$ cat src/rtl/uart_tx_parity_if.sv
`default_nettype none
// ============================================================================
// Module   : uart_tx_parity_if
// Purpose  : Byte handshake between host logic and the UART transmitter.
// Revision : 1.0 - initial release
// ============================================================================
interface uart_tx_parity_if;
    logic [7:0] tx_data;
    logic       tx_valid;
    logic       tx_ready;

    modport master (
        output tx_data,
        output tx_valid,
        input  tx_ready
    );

    modport slave (
        input  tx_data,
        input  tx_valid,
        output tx_ready
    );
endinterface
`default_nettype wire

$ cat src/rtl/uart_tx_parity.sv
`default_nettype none
// ============================================================================
// Module   : uart_tx_parity
// Purpose  : UART transmitter, 8 data bits, even parity, 1 stop bit, LSB first.
//            Define UART_TX_FIFO_EN to put a FIFO_DEPTH-entry FIFO in front.
// Revision : 1.0 - initial release
// ============================================================================
module uart_tx_parity #(
    parameter int CLK_FREQ   = 50000000,
    parameter int BAUD_RATE  = 9600,
    parameter int FIFO_DEPTH = 4
) (
    input  wire logic        clk,
    input  wire logic        reset,
    uart_tx_parity_if.slave  host,
    output logic             tx,
    output logic             tx_busy,
    output logic             tx_done
);

    localparam int          CLKS_PER_BIT = CLK_FREQ / BAUD_RATE;
    localparam logic [15:0] c_last_cnt   = 16'(CLKS_PER_BIT - 1);

    if (CLKS_PER_BIT < 2 || CLKS_PER_BIT > 65535 || FIFO_DEPTH < 2 ||
        (FIFO_DEPTH & (FIFO_DEPTH - 1)) != 0) begin : g_bad_param
        $error("uart_tx_parity: illegal CLKS_PER_BIT or FIFO_DEPTH");
    end

    typedef enum logic [2:0] {
        S_IDLE   = 3'd0,
        S_START  = 3'd1,
        S_DATA   = 3'd2,
        S_PARITY = 3'd3,
        S_STOP   = 3'd4
    } state_t;

    state_t      r_state;
    state_t      w_state_next;
    logic [15:0] r_clk_cnt;
    logic [15:0] w_clk_cnt_next;
    logic [2:0]  r_bit_idx;
    logic [2:0]  w_bit_idx_next;
    logic [7:0]  r_shift;
    logic [7:0]  w_shift_next;
    logic        r_tx;
    logic        w_tx_next;
    logic        w_bit_end;
    logic        w_load;
    logic        w_byte_avail;
    logic [7:0]  w_byte_in;

`ifdef UART_TX_FIFO_EN
    localparam int                 c_ptr_w     = $clog2(FIFO_DEPTH);
    localparam logic [c_ptr_w:0]   c_fifo_full = (c_ptr_w + 1)'(FIFO_DEPTH);

    logic [7:0]         r_fifo [FIFO_DEPTH];
    logic [c_ptr_w-1:0] r_wr_ptr;
    logic [c_ptr_w-1:0] r_rd_ptr;
    logic [c_ptr_w:0]   r_count;
    logic               w_full;
    logic               w_push;

    assign w_full        = (r_count == c_fifo_full);
    assign host.tx_ready = !w_full;
    assign w_push        = host.tx_valid && !w_full;
    assign w_byte_avail  = (r_count != '0);
    assign w_byte_in     = r_fifo[r_rd_ptr];

    // Power-of-two depth lets the pointers wrap by natural overflow.
    always_ff @(posedge clk or negedge reset) begin
        if (!reset) begin
            r_wr_ptr <= '0;
            r_rd_ptr <= '0;
            r_count  <= '0;
        end else begin
            if (w_push) r_wr_ptr <= r_wr_ptr + 1'b1;
            if (w_load) r_rd_ptr <= r_rd_ptr + 1'b1;
            if (w_push && !w_load)      r_count <= r_count + 1'b1;
            else if (w_load && !w_push) r_count <= r_count - 1'b1;
        end
    end

    always_ff @(posedge clk) begin
        if (w_push) r_fifo[r_wr_ptr] <= host.tx_data;
    end
`else
    assign host.tx_ready = (r_state == S_IDLE);
    assign w_byte_avail  = host.tx_valid;
    assign w_byte_in     = host.tx_data;
`endif

    assign w_bit_end = (r_clk_cnt == c_last_cnt);

    always_comb begin
        w_state_next   = r_state;
        w_clk_cnt_next = r_clk_cnt;
        w_bit_idx_next = r_bit_idx;
        w_load         = 1'b0;

        if (r_state == S_IDLE) begin
            w_clk_cnt_next = '0;
            w_bit_idx_next = '0;
            if (w_byte_avail) begin
                w_state_next = S_START;
                w_load       = 1'b1;
            end
        end else begin
            w_clk_cnt_next = w_bit_end ? 16'd0 : r_clk_cnt + 16'd1;
            case (r_state)
                S_START: begin
                    if (w_bit_end) begin
                        w_state_next   = S_DATA;
                        w_bit_idx_next = '0;
                    end
                end
                S_DATA: begin
                    if (w_bit_end) begin
                        if (r_bit_idx == 3'd7) w_state_next   = S_PARITY;
                        else                   w_bit_idx_next = r_bit_idx + 3'd1;
                    end
                end
                S_PARITY: begin
                    if (w_bit_end) w_state_next = S_STOP;
                end
                S_STOP: begin
                    if (w_bit_end) begin
`ifdef UART_TX_FIFO_EN
                        // Chain straight into the next frame when a byte is queued.
                        if (w_byte_avail) begin
                            w_state_next = S_START;
                            w_load       = 1'b1;
                        end else begin
                            w_state_next = S_IDLE;
                        end
`else
                        w_state_next = S_IDLE;
`endif
                    end
                end
                default: w_state_next = S_IDLE;
            endcase
        end

        w_shift_next = w_load ? w_byte_in : r_shift;

        // Line level is computed from the upcoming state so tx stays registered.
        case (w_state_next)
            S_START:  w_tx_next = 1'b0;
            S_DATA:   w_tx_next = w_shift_next[w_bit_idx_next];
            S_PARITY: w_tx_next = ^w_shift_next;
            default:  w_tx_next = 1'b1;
        endcase
    end

    always_ff @(posedge clk or negedge reset) begin
        if (!reset) begin
            r_state   <= S_IDLE;
            r_clk_cnt <= '0;
            r_bit_idx <= '0;
            r_shift   <= '0;
            r_tx      <= 1'b1;
        end else begin
            r_state   <= w_state_next;
            r_clk_cnt <= w_clk_cnt_next;
            r_bit_idx <= w_bit_idx_next;
            r_shift   <= w_shift_next;
            r_tx      <= w_tx_next;
        end
    end

    assign tx      = r_tx;
    assign tx_busy = (r_state != S_IDLE);
    assign tx_done = (r_state == S_STOP) && w_bit_end;

endmodule
`default_nettype wire

$ cat src/flat_wrapper.sv
// flat-port wrapper written by rule: the top's interface ports become plain ports
module uart_tx_parity_flat 
#(
    parameter int CLK_FREQ   = 50000000,
    parameter int BAUD_RATE  = 9600,
    parameter int FIFO_DEPTH = 4
)
  (clk, reset, tx, tx_busy, tx_done, host_tx_data, host_tx_valid, host_tx_ready);
  uart_tx_parity_if host_i ();
  input  wire logic clk;
  input  wire logic reset;
  output logic tx;
  output logic tx_busy;
  output logic tx_done;
  input wire logic [$bits(host_i.tx_data)-1:0] host_tx_data;
  input wire logic [$bits(host_i.tx_valid)-1:0] host_tx_valid;
  output wire logic [$bits(host_i.tx_ready)-1:0] host_tx_ready;
  assign host_i.tx_data = host_tx_data;
  assign host_i.tx_valid = host_tx_valid;
  assign host_tx_ready = host_i.tx_ready;
  uart_tx_parity #(.CLK_FREQ(CLK_FREQ), .BAUD_RATE(BAUD_RATE), .FIFO_DEPTH(FIFO_DEPTH)) u_core (.clk(clk), .reset(reset), .host(host_i), .tx(tx), .tx_busy(tx_busy), .tx_done(tx_done));
endmodule
$ cat config.mk
export PLATFORM = sky130hd
export DESIGN_NAME = uart_tx_parity_flat
export DESIGN_NICKNAME = d
export VERILOG_FILES = /design/src/rtl/uart_tx_parity_if.sv /design/src/rtl/uart_tx_parity.sv /design/src/flat_wrapper.sv
export SDC_FILE = /design/constraint.sdc
export NUM_CORES = 1
export LEC_CHECK = 0
export BUFFER_PORTS_ARGS = -buffer_cell sky130_fd_sc_hd__buf_2
export CAP_MARGIN = 20
export CORE_ASPECT_RATIO = 2
export CORE_MARGIN = 3
export CORE_UTILIZATION = 52
export DETAILED_ROUTE_END_ITERATION = 6
export GPL_TIMING_DRIVEN = 0
export MAX_ROUTING_LAYER = met4
export PLACE_DENSITY = 0.7
export RECOVER_POWER = 25
export SYNTH_ARGS = -nofsm -noshare
export SYNTH_HDL_FRONTEND = slang
export SYNTH_SLANG_ARGS = --single-unit
$ cat constraint.sdc
create_clock -name clk -period 2.85 [get_ports clk]
set_input_delay 0.1425 -clock clk [delete_from_list [all_inputs] [get_ports clk]]
set_output_delay 0.1425 -clock clk [all_outputs]
set_load 0.02 [all_outputs]
==> impl_metrics.sql, run 1 <==
INSERT INTO impl_metrics (metric_group, metric, value, unit) VALUES
('logic_synthesis', 'post_synth_most_frequent_cells', 'sky130_fd_sc_hd__dfrtp_1 (30), sky130_fd_sc_hd__nor2_1 (18), sky130_fd_sc_hd__nand2_1 (14)', ''),
('logic_synthesis', 'synthDominantCellAreaShare', '42.9', '%'),
('floorplan', 'floorplan.die.width', '47.0', 'microns'),
('cts', 'htree_num_levels', '2', ''),
('logic_synthesis', 'synth.most_common_cell', 'sky130_fd_sc_hd__dfrtp_1', ''),
('placement', 'placement.io_buffers', '14', ''),
('sta', 'final.period_utilization', '81.7', '%'),
('placement', 'hpwl', '2670', 'microns'),
('logic_synthesis', 'synth_seq_area_share', '44.5', '%'),
('grt', 'top_usage_layer', 'met2', ''),
('detailed_routing', 'avgViaCountPerCell', '5.76', ''),
('logic_synthesis', 'yosysWarnings', '0', ''),
('power', 'total_leakage_power', '0.927', 'nW'),
('logic_synthesis', 'netlist_instances', '172', ''),
('floorplan', 'i_o_pin_count', '15', ''),
('final_layout', 'area_growth', '13.5', '%'),
('sta', 'timing.final.crit_period', '2330', 'ps'),
('detailed_routing', 'starting_drc_count_in_detailed_routing', '18', ''),
('run_status', 'run_status', 'finished with violations', ''),
('run_status', 'violated_checks', 'max-capacitance violations, max-slew violations', ''),
('setup_path', 'r2r_setup_slack', '520', 'ps'),
('logic_synthesis', 'postSynth.topFlopCell', 'sky130_fd_sc_hd__dfrtp_1', ''),
('final_layout', 'nNetsFinal', '207', ''),
('placement', 'area_of_placed_instances', '1860', 'sq um'),
('job', 'cap_violations', '1', ''),
('sta', 'fin_skew', '5.84', 'ps'),
('final_layout', 'post_route_cells_drive_above_1_share', '19.5', '%'),
('grt', 'use_met3', '4.94', '%'),
('logic_synthesis', 'mappedNetlistNets', '185', ''),
('sta', 'grt_setup_unrepaired', 'false', ''),
('final_layout', 'num_antenna_cells', '0', ''),
('sta', 'final-max-slew-violation-count', '32', ''),
('floorplan', 'chipHeight', '88.0', 'microns'),
('final_layout', 'sequential_cell_area', '777', 'sq um'),
('sta', 'setup_total_negative_slack', '0', 'ps'),
('setup_path', 'timing.setup.critical_path_class', 'register to register', ''),
('sta', 'timing_hold_violations_final', '0', ''),
('setup_path', 'worst_setup_path_start_kind', 'register', ''),
('detailed_routing', 'postRouteAntennaNets', '0', ''),
('placement', 'gp_routability_congestion', '0.892', ''),
('final_layout', 'finalCoreUtilization', '62.1', '%'),
('logic_synthesis', 'synth_edf_count', '0', ''),
('sta', 'timing.slew.headroom', '-10.7', '%'),
('logic_synthesis', 'synth_unique_cells', '39', ''),
('final_layout', 'fill_cells', '262', ''),
('cts', 'post_cts_resize_count', '0', ''),
('final_layout', 'area_occupied_by_multi_input_gates', '893', 'sq um'),
('floorplan', 'placeableCoreArea', '3190', 'sq um'),
('detailed_routing', 'first_pass_iters', '6', ''),
('cts', 'ctsRootBufferMaster', 'sky130_fd_sc_hd__clkbuf_8', ''),
('logic_synthesis', 'postSynth.asyncResetShare', '100', '%'),
('detailed_routing', 'route.detailed.wl_per_inst', '15.7', 'microns'),
('sta', 'worst_max_slew_pin_slew', '1660', 'ps'),
('logic_synthesis', 'syn_area', '1750', 'sq um'),
('setup_path', 'crit_end_element', 'register', ''),
('grt', 'grt_pass1_vias', '1448', ''),
('setup_path', 'worst_ep_arrival_time', '2520', 'ps'),
('floorplan', 'die_area', '4140', 'sq um'),
('setup_path', 'cp_max_fo', '7', ''),
('grt', 'grtUsageMet1', '21.3', '%'),
('cts', 'cts-root-to-sink-buffers', '2', ''),
('cts', 'worst_skew_pair.late_latency', '280', 'ps'),
('cts', 'clkSinkCount', '31', ''),
('detailed_routing', 'route.detailed.drc', '0', ''),
('power', 'vdd_ir_drop_max', '0.000496', 'V'),
('cts', 'cts_tree', 'yes', ''),
('detailed_routing', 'vias', '1302', ''),
('grt', 'grt_first_pass_wirelength', '6300', 'microns'),
('grt', 'global_route_congestion_overflow_total', '0', ''),
('grt', 'grt_start_max_net_pins', '32', ''),
('grt', 'grtUsageTotal', '21.8', '%');
-- kinds of logic (layout without fill, tap and decap cells) --
group	Yosys count	count (layout)	share of synthesized area, %
AND/OR/NAND/NOR	71	71	23.7
flip-flops	31	31	44.5
AO/OA/AOI/OAI	21	21	8.30
XOR/XNOR	21	21	11.4
buffers and inverters	16	39	4.44
multiplexers	10	10	6.30
adder cells (fa/ha/maj)	2	2	1.43
-- path summary, 6_finish.rpt --
kind | startpoint | to | cells after the start
min in group asynchronous | reset | u_core.r_clk_cnt[10]$_DFF_PN0_ | 2
worst min register to register | u_core.r_clk_cnt[0]$_DFF_PN0_ | u_core.r_clk_cnt[0]$_DFF_PN0_ | 1
worst max register to register | u_core.r_clk_cnt[0]$_DFF_PN0_ | u_core.tx$_DFF_PN1_ | 9
worst min-delay path | host_tx_data[7] | u_core.r_shift[7]$_DFF_PN0_ | 2
max in group asynchronous | reset | u_core.r_shift[2]$_DFF_PN0_ | 2
worst max-delay path | u_core.r_clk_cnt[0]$_DFF_PN0_ | u_core.tx$_DFF_PN1_ | 9
-- power by group --
| part | internal [mW] | total, mW | switching (mW) |
|---|---|---|---|
| combinational | 0.198 | 0.400 | 0.202 |
| sequential | 0.517 | 0.562 | 0.0442 |
| clock | 0.283 | 0.449 | 0.166 |
-- critical path, stage by stage (launching register included) --
cell and delay [ps]:
sky130_fd_sc_hd__dfrtp_1 400, sky130_fd_sc_hd__ha_1 240, sky130_fd_sc_hd__and4b_1 280, sky130_fd_sc_hd__nand4_1 140, sky130_fd_sc_hd__o2bb2a_2 290, sky130_fd_sc_hd__buf_2 150, sky130_fd_sc_hd__nand2_1 90, sky130_fd_sc_hd__mux2_2 340
sky130_fd_sc_hd__a21oi_1 170, sky130_fd_sc_hd__o221ai_1 140
-- cell type report --
cell class,count,area share [%]
Clock buffer,6,4.16
Sequential cell,31,39.2
Timing Repair Buffer,15,3.97
Buffer,7,2.21
Inverter,9,1.70
Clock inverter,2,1.77
Tap cell,31,1.96
Multi-Input combinational cell,125,45.0
-- placed cells by master, fill, tap and decap left out, drive strengths merged, types with 5 or more instances in the layout --
master / instances
dfrtp: 30
nor2: 18
buf: 17
nand2: 14
xor2: 11
nand3: 10
xnor2: 10
clkbuf: 10
inv: 9
and3: 9
a21oi: 6
mux2i: 5
mux2: 5
-- stage by stage --
stage | setup WS, ps | total power [mW]
5_1_grt | 273 | 1.48
2_1_floorplan | 749 | 0.878
4_1_cts | 520 | 1.43
6_report | 522 | 1.41
3_3_place_gp | 572 | 0.960
3_5_place_dp | 548 | 0.973
-- flip-flops by register name, indices dropped and copies added (netlist names) --
signal            cells
u_core.r_clk_cnt     16
u_core.r_shift        8
u_core.r_bit_idx      3
u_core.r_state        3
u_core.tx             1
-- what timing repair did --
action / 4_1_cts / 5_1_grt
buffers inserted: 0 / 0
hold buffers: 1 / 0
hold endpoints to repair: 30 / 0
-- metal layers --
layer / routed length [microns] / up-vias / share of wire [%]
met4: 99 / 0 / 2.8
met2: 2020 / 21 / 57
met3: 105 / 10 / 3.0
met1: 1330 / 637 / 37
met5: 0 / - / 0
li1: - / 634 / -
(Power assumes the default switching activity.)
==> run 2, diff against run 1 <==
--- a/config.mk
+++ b/config.mk
@@ -13,7 +13,7 @@
 export DETAILED_ROUTE_END_ITERATION = 6
 export GPL_TIMING_DRIVEN = 0
 export MAX_ROUTING_LAYER = met4
-export PLACE_DENSITY = 0.7
+export PLACE_DENSITY = 0.73
 export RECOVER_POWER = 25
 export SYNTH_ARGS = -nofsm -noshare
 export SYNTH_HDL_FRONTEND = slang
==> constraint.sdc (replaced) <==
create_clock -name clk -period 2.13 [get_ports clk]
set_input_delay 0.1065 -clock clk [delete_from_list [all_inputs] [get_ports clk]]
set_output_delay 0.1065 -clock clk [all_outputs]
set_load 0.02 [all_outputs]
==> run 2 against run 1 <==
The flow finishes with violations (max-capacitance violations, max-slew violations, negative setup slack). Final area increased by 10%. Combinational power increased by 76%. Clock-buffer cell count unchanged. Clock skew about the same. First-iteration DRC count increased by 5.6%. Flip-flop and latch count unchanged. Via count increased by 5.5%. Die area unchanged. Hold slack got worse by 37 ps. Setup slack got worse by 630 ps. Clock power increased by 33%. Global-route usage increased by 0.75 points. Critical endpoint unchanged. Largest power group unchanged.
==> impl_metrics.sql, run 2 (same netlist as run 1, synthesis figures left out) <==
INSERT INTO impl_metrics (metric_group, metric, value, unit) VALUES
('final_layout', 'fill_cells', '241', ''),
('setup_path', 'cp_startpoint', 'u_core.r_clk_cnt[8]$_DFF_PN0_', ''),
('setup_path', 'r2r-end', 'u_core.tx$_DFF_PN1_', ''),
('detailed_routing', 'postRouteAntennaNets', '0', ''),
('detailed_routing', 'route.detailed.wl_per_inst', '16.6', 'microns'),
('final_layout', 'largest_registers', 'u_core.r_clk_cnt: 16 flops, u_core.r_shift: 8 flops', ''),
('cts', 'cts-root-to-sink-buffers', '2', ''),
('floorplan', 'die_area', '4140', 'sq um'),
('final_layout', 'nNetsFinal', '219', ''),
('floorplan', 'rows', '29', ''),
('grt', 'grtUsageTotal', '22.6', '%'),
('power', 'total_leakage_power', '1.02', 'nW'),
('detailed_routing', 'vias', '1374', ''),
('sta', 'grt_setup_unrepaired', 'true', ''),
('sta', 'timing_hold_violations_final', '0', ''),
('cts', 'htree_num_levels', '2', ''),
('final_layout', 'area_growth', '25.3', '%'),
('grt', 'grt_pass1_vias', '1492', ''),
('sta', 'final.period_utilization', '105', '%'),
('final_layout', 'finalCoreUtilization', '68.6', '%'),
('setup_path', 'worst_setup_path_start_kind', 'register', ''),
('hold_path', 'holdPathEnd', 'u_core.r_shift[1]$_DFF_PN0_', ''),
('cts', 'worst_skew_pair.late_latency', '280', 'ps'),
('setup_path', 'timing.setup.critical_path_class', 'register to register', ''),
('job', 'cap_violations', '1', ''),
('sta', 'fin_skew', '5.78', 'ps'),
('final_layout', 'mostFrequentLayoutCell', 'sky130_fd_sc_hd__dfrtp_1', ''),
('cts', 'cts_tree', 'yes', ''),
('placement', 'dp.cells', '217', ''),
('hold_path', 'hold_path_depth', '3', ''),
('sta', 'timing.final.setup_violations', '1', ''),
('sta', 'timing.final.crit_period', '2240', 'ps'),
('run_status', 'run_status', 'finished with violations', ''),
('power', 'overall_power', '2.07', 'mW'),
('hold_path', 'hold_path_class', 'input port to register', ''),
('setup_path', 'required', '2320', 'ps'),
('detailed_routing', 'route.detailed.drc', '0', ''),
('sta', 'timing.slew.headroom', '-11.8', '%'),
('sta', 'max_freq', '447', 'MHz'),
('cts', 'ctsRootBufferMaster', 'sky130_fd_sc_hd__clkbuf_8', ''),
('final_layout', 'largest_reg_flops', '16', ''),
('floorplan', 'i_o_pin_count', '15', ''),
('power', 'power_per_cell_area', '943', 'nW/um^2'),
('power', 'vdd_ir_drop_max', '0.000655', 'V'),
('cts', 'cts_made_buffers', '5', ''),
('detailed_routing', 'first_pass_iters', '4', ''),
('setup_path', 'timing.rr.start', 'u_core.r_clk_cnt[8]$_DFF_PN0_', ''),
('floorplan', 'floorplan.die.width', '47.0', 'microns'),
('setup_path', 'reg2regPathDepth', '7', ''),
('final_layout', 'layoutNonFillerInstCount', '238', ''),
('floorplan', 'initial_cell_density_of_the_core', '54.7', '%'),
('floorplan', 'placeableCoreArea', '3190', 'sq um'),
('cts', 'clk_pin_slew_worst_paths', '70', 'ps'),
('floorplan', 'chipHeight', '88.0', 'microns'),
('grt', 'grt_start_max_net_pins', '32', ''),
('placement', 'gp_routability_congestion', '0.912', ''),
('placement', 'placement.io_buffers', '14', ''),
('sta', 'layout_setup_ws', '-106', 'ps'),
('grt', 'grt_first_pass_wirelength', '6520', 'microns'),
('final_layout', 'regMostFlops', 'u_core.r_clk_cnt', ''),
('grt', 'global_route_congestion_overflow_total', '0', ''),
('final_layout', 'post_route_cells_drive_above_1_share', '33.3', '%'),
('detailed_routing', 'starting_drc_count_in_detailed_routing', '19', ''),
('sta', 'final-max-slew-violation-count', '32', ''),
('detailed_routing', 'routed_wirelength', '3960', 'microns'),
('run_status', 'violated_checks', 'max-capacitance violations, max-slew violations, negative setup slack', ''),
('hold_path', 'holdCritStartpoint', 'host_tx_data[1]', ''),
('final_layout', 'most_frequent_cells_in_the_layout', 'sky130_fd_sc_hd__dfrtp_1 (26), sky130_fd_sc_hd__nor2_1 (18), sky130_fd_sc_hd__buf_2 (14), sky130_fd_sc_hd__nand2_1 (13), sky130_fd_sc_hd__buf_4 (12)', ''),
('setup_path', 'cp_max_fo', '5', ''),
('placement', 'hpwl', '2710', 'microns'),
('final_layout', 'num_antenna_cells', '0', ''),
('setup_path', 'worst_ep_arrival_time', '2430', 'ps'),
('grt', 'number_of_antenna_violations_at_the_first_check_in_global_routing', '0', ''),
('detailed_routing', 'avgViaCountPerCell', '5.77', ''),
('setup_path', 'r2r_setup_slack', '-110', 'ps'),
('setup_path', 'crit_end_element', 'register', ''),
('sta', 'worst_max_slew_pin_slew', '1680', 'ps'),
('cts', 'clkSinkCount', '31', '');
==> run 2: stage by stage <==
stage               setup slack (ps)  instance area, sq um  hold WS (ps)  TNS [ps]
CTS                            -65.2                  2140          86.0     -65.2
global placement                -210                  1860           179      -210
finish                          -106                  2190          84.9      -106
detailed placement              -263                  1860           192      -263
global route                    -223                  2190          91.1      -664
floorplan                       28.8                  1750          -189         0
==> run 2: timing repair <==
action,in CTS,in global routing
resized for setup,18,8
setup endpoints to repair,11,11
setup buffers,12,2
hold endpoints to repair,30,0
hold buffers,1,0
pin swaps,9,5
==> run 2: cell type report <==
class	instances	area [sq um]	area share, %
Multi-Input combinational cell	125	981	44.8
Buffer	5	36.3	1.66
Tap cell	31	38.8	1.77
Sequential cell	31	782	35.7
Timing Repair Buffer	29	200	9.14
Clock buffer	6	82.6	3.77
Clock inverter	2	35.0	1.60
Inverter	9	33.8	1.54
==> run 2: power by group <==
part / internal (mW) / leakage, nW / switching (mW)
Sequential: 0.693 / 0.393 / 0.0717
Clock: 0.378 / 0.0612 / 0.221
Combinational: 0.370 / 0.564 / 0.332
Total: 1.44 / 1.02 / 0.625
==> run 2: worst max-delay path, stage by stage (launching register included) <==
cell and delay [ps]:
sky130_fd_sc_hd__dfrtp_1 430, sky130_fd_sc_hd__nor4b_4 390, sky130_fd_sc_hd__and4_2 340, sky130_fd_sc_hd__o211ai_1 110, sky130_fd_sc_hd__or2_1 300, sky130_fd_sc_hd__o21bai_1 220, sky130_fd_sc_hd__a32oi_1 210, sky130_fd_sc_hd__o221ai_1 140
==> run 2: worst max path at each step <==
| stage | endpoint | slack, ps | cells after the start |
|---|---|---|---|
| final | u_core.tx$_DFF_PN1_ | -110 | 7 |
| after detailed placement | u_core.tx$_DFF_PN1_ | -260 | 9 |
| after CTS | u_core.tx$_DFF_PN1_ | -70 | 9 |
| after floorplan | u_core.tx$_DFF_PN1_ | 30 | 9 |
| after global placement | u_core.tx$_DFF_PN1_ | -210 | 9 |
| after global routing | u_core.tx$_DFF_PN1_ | -220 | 9 |
==> run 2: layer usage <==
layer | up-vias | global-route usage (%) | share of wire (%)
met5 | - | - | 0
met4 | 0 | 10.6 | 3.8
met1 | 669 | 21.7 | 36
met2 | 28 | 40.8 | 58
li1 | 660 | - | -
met3 | 17 | 3.70 | 2.3
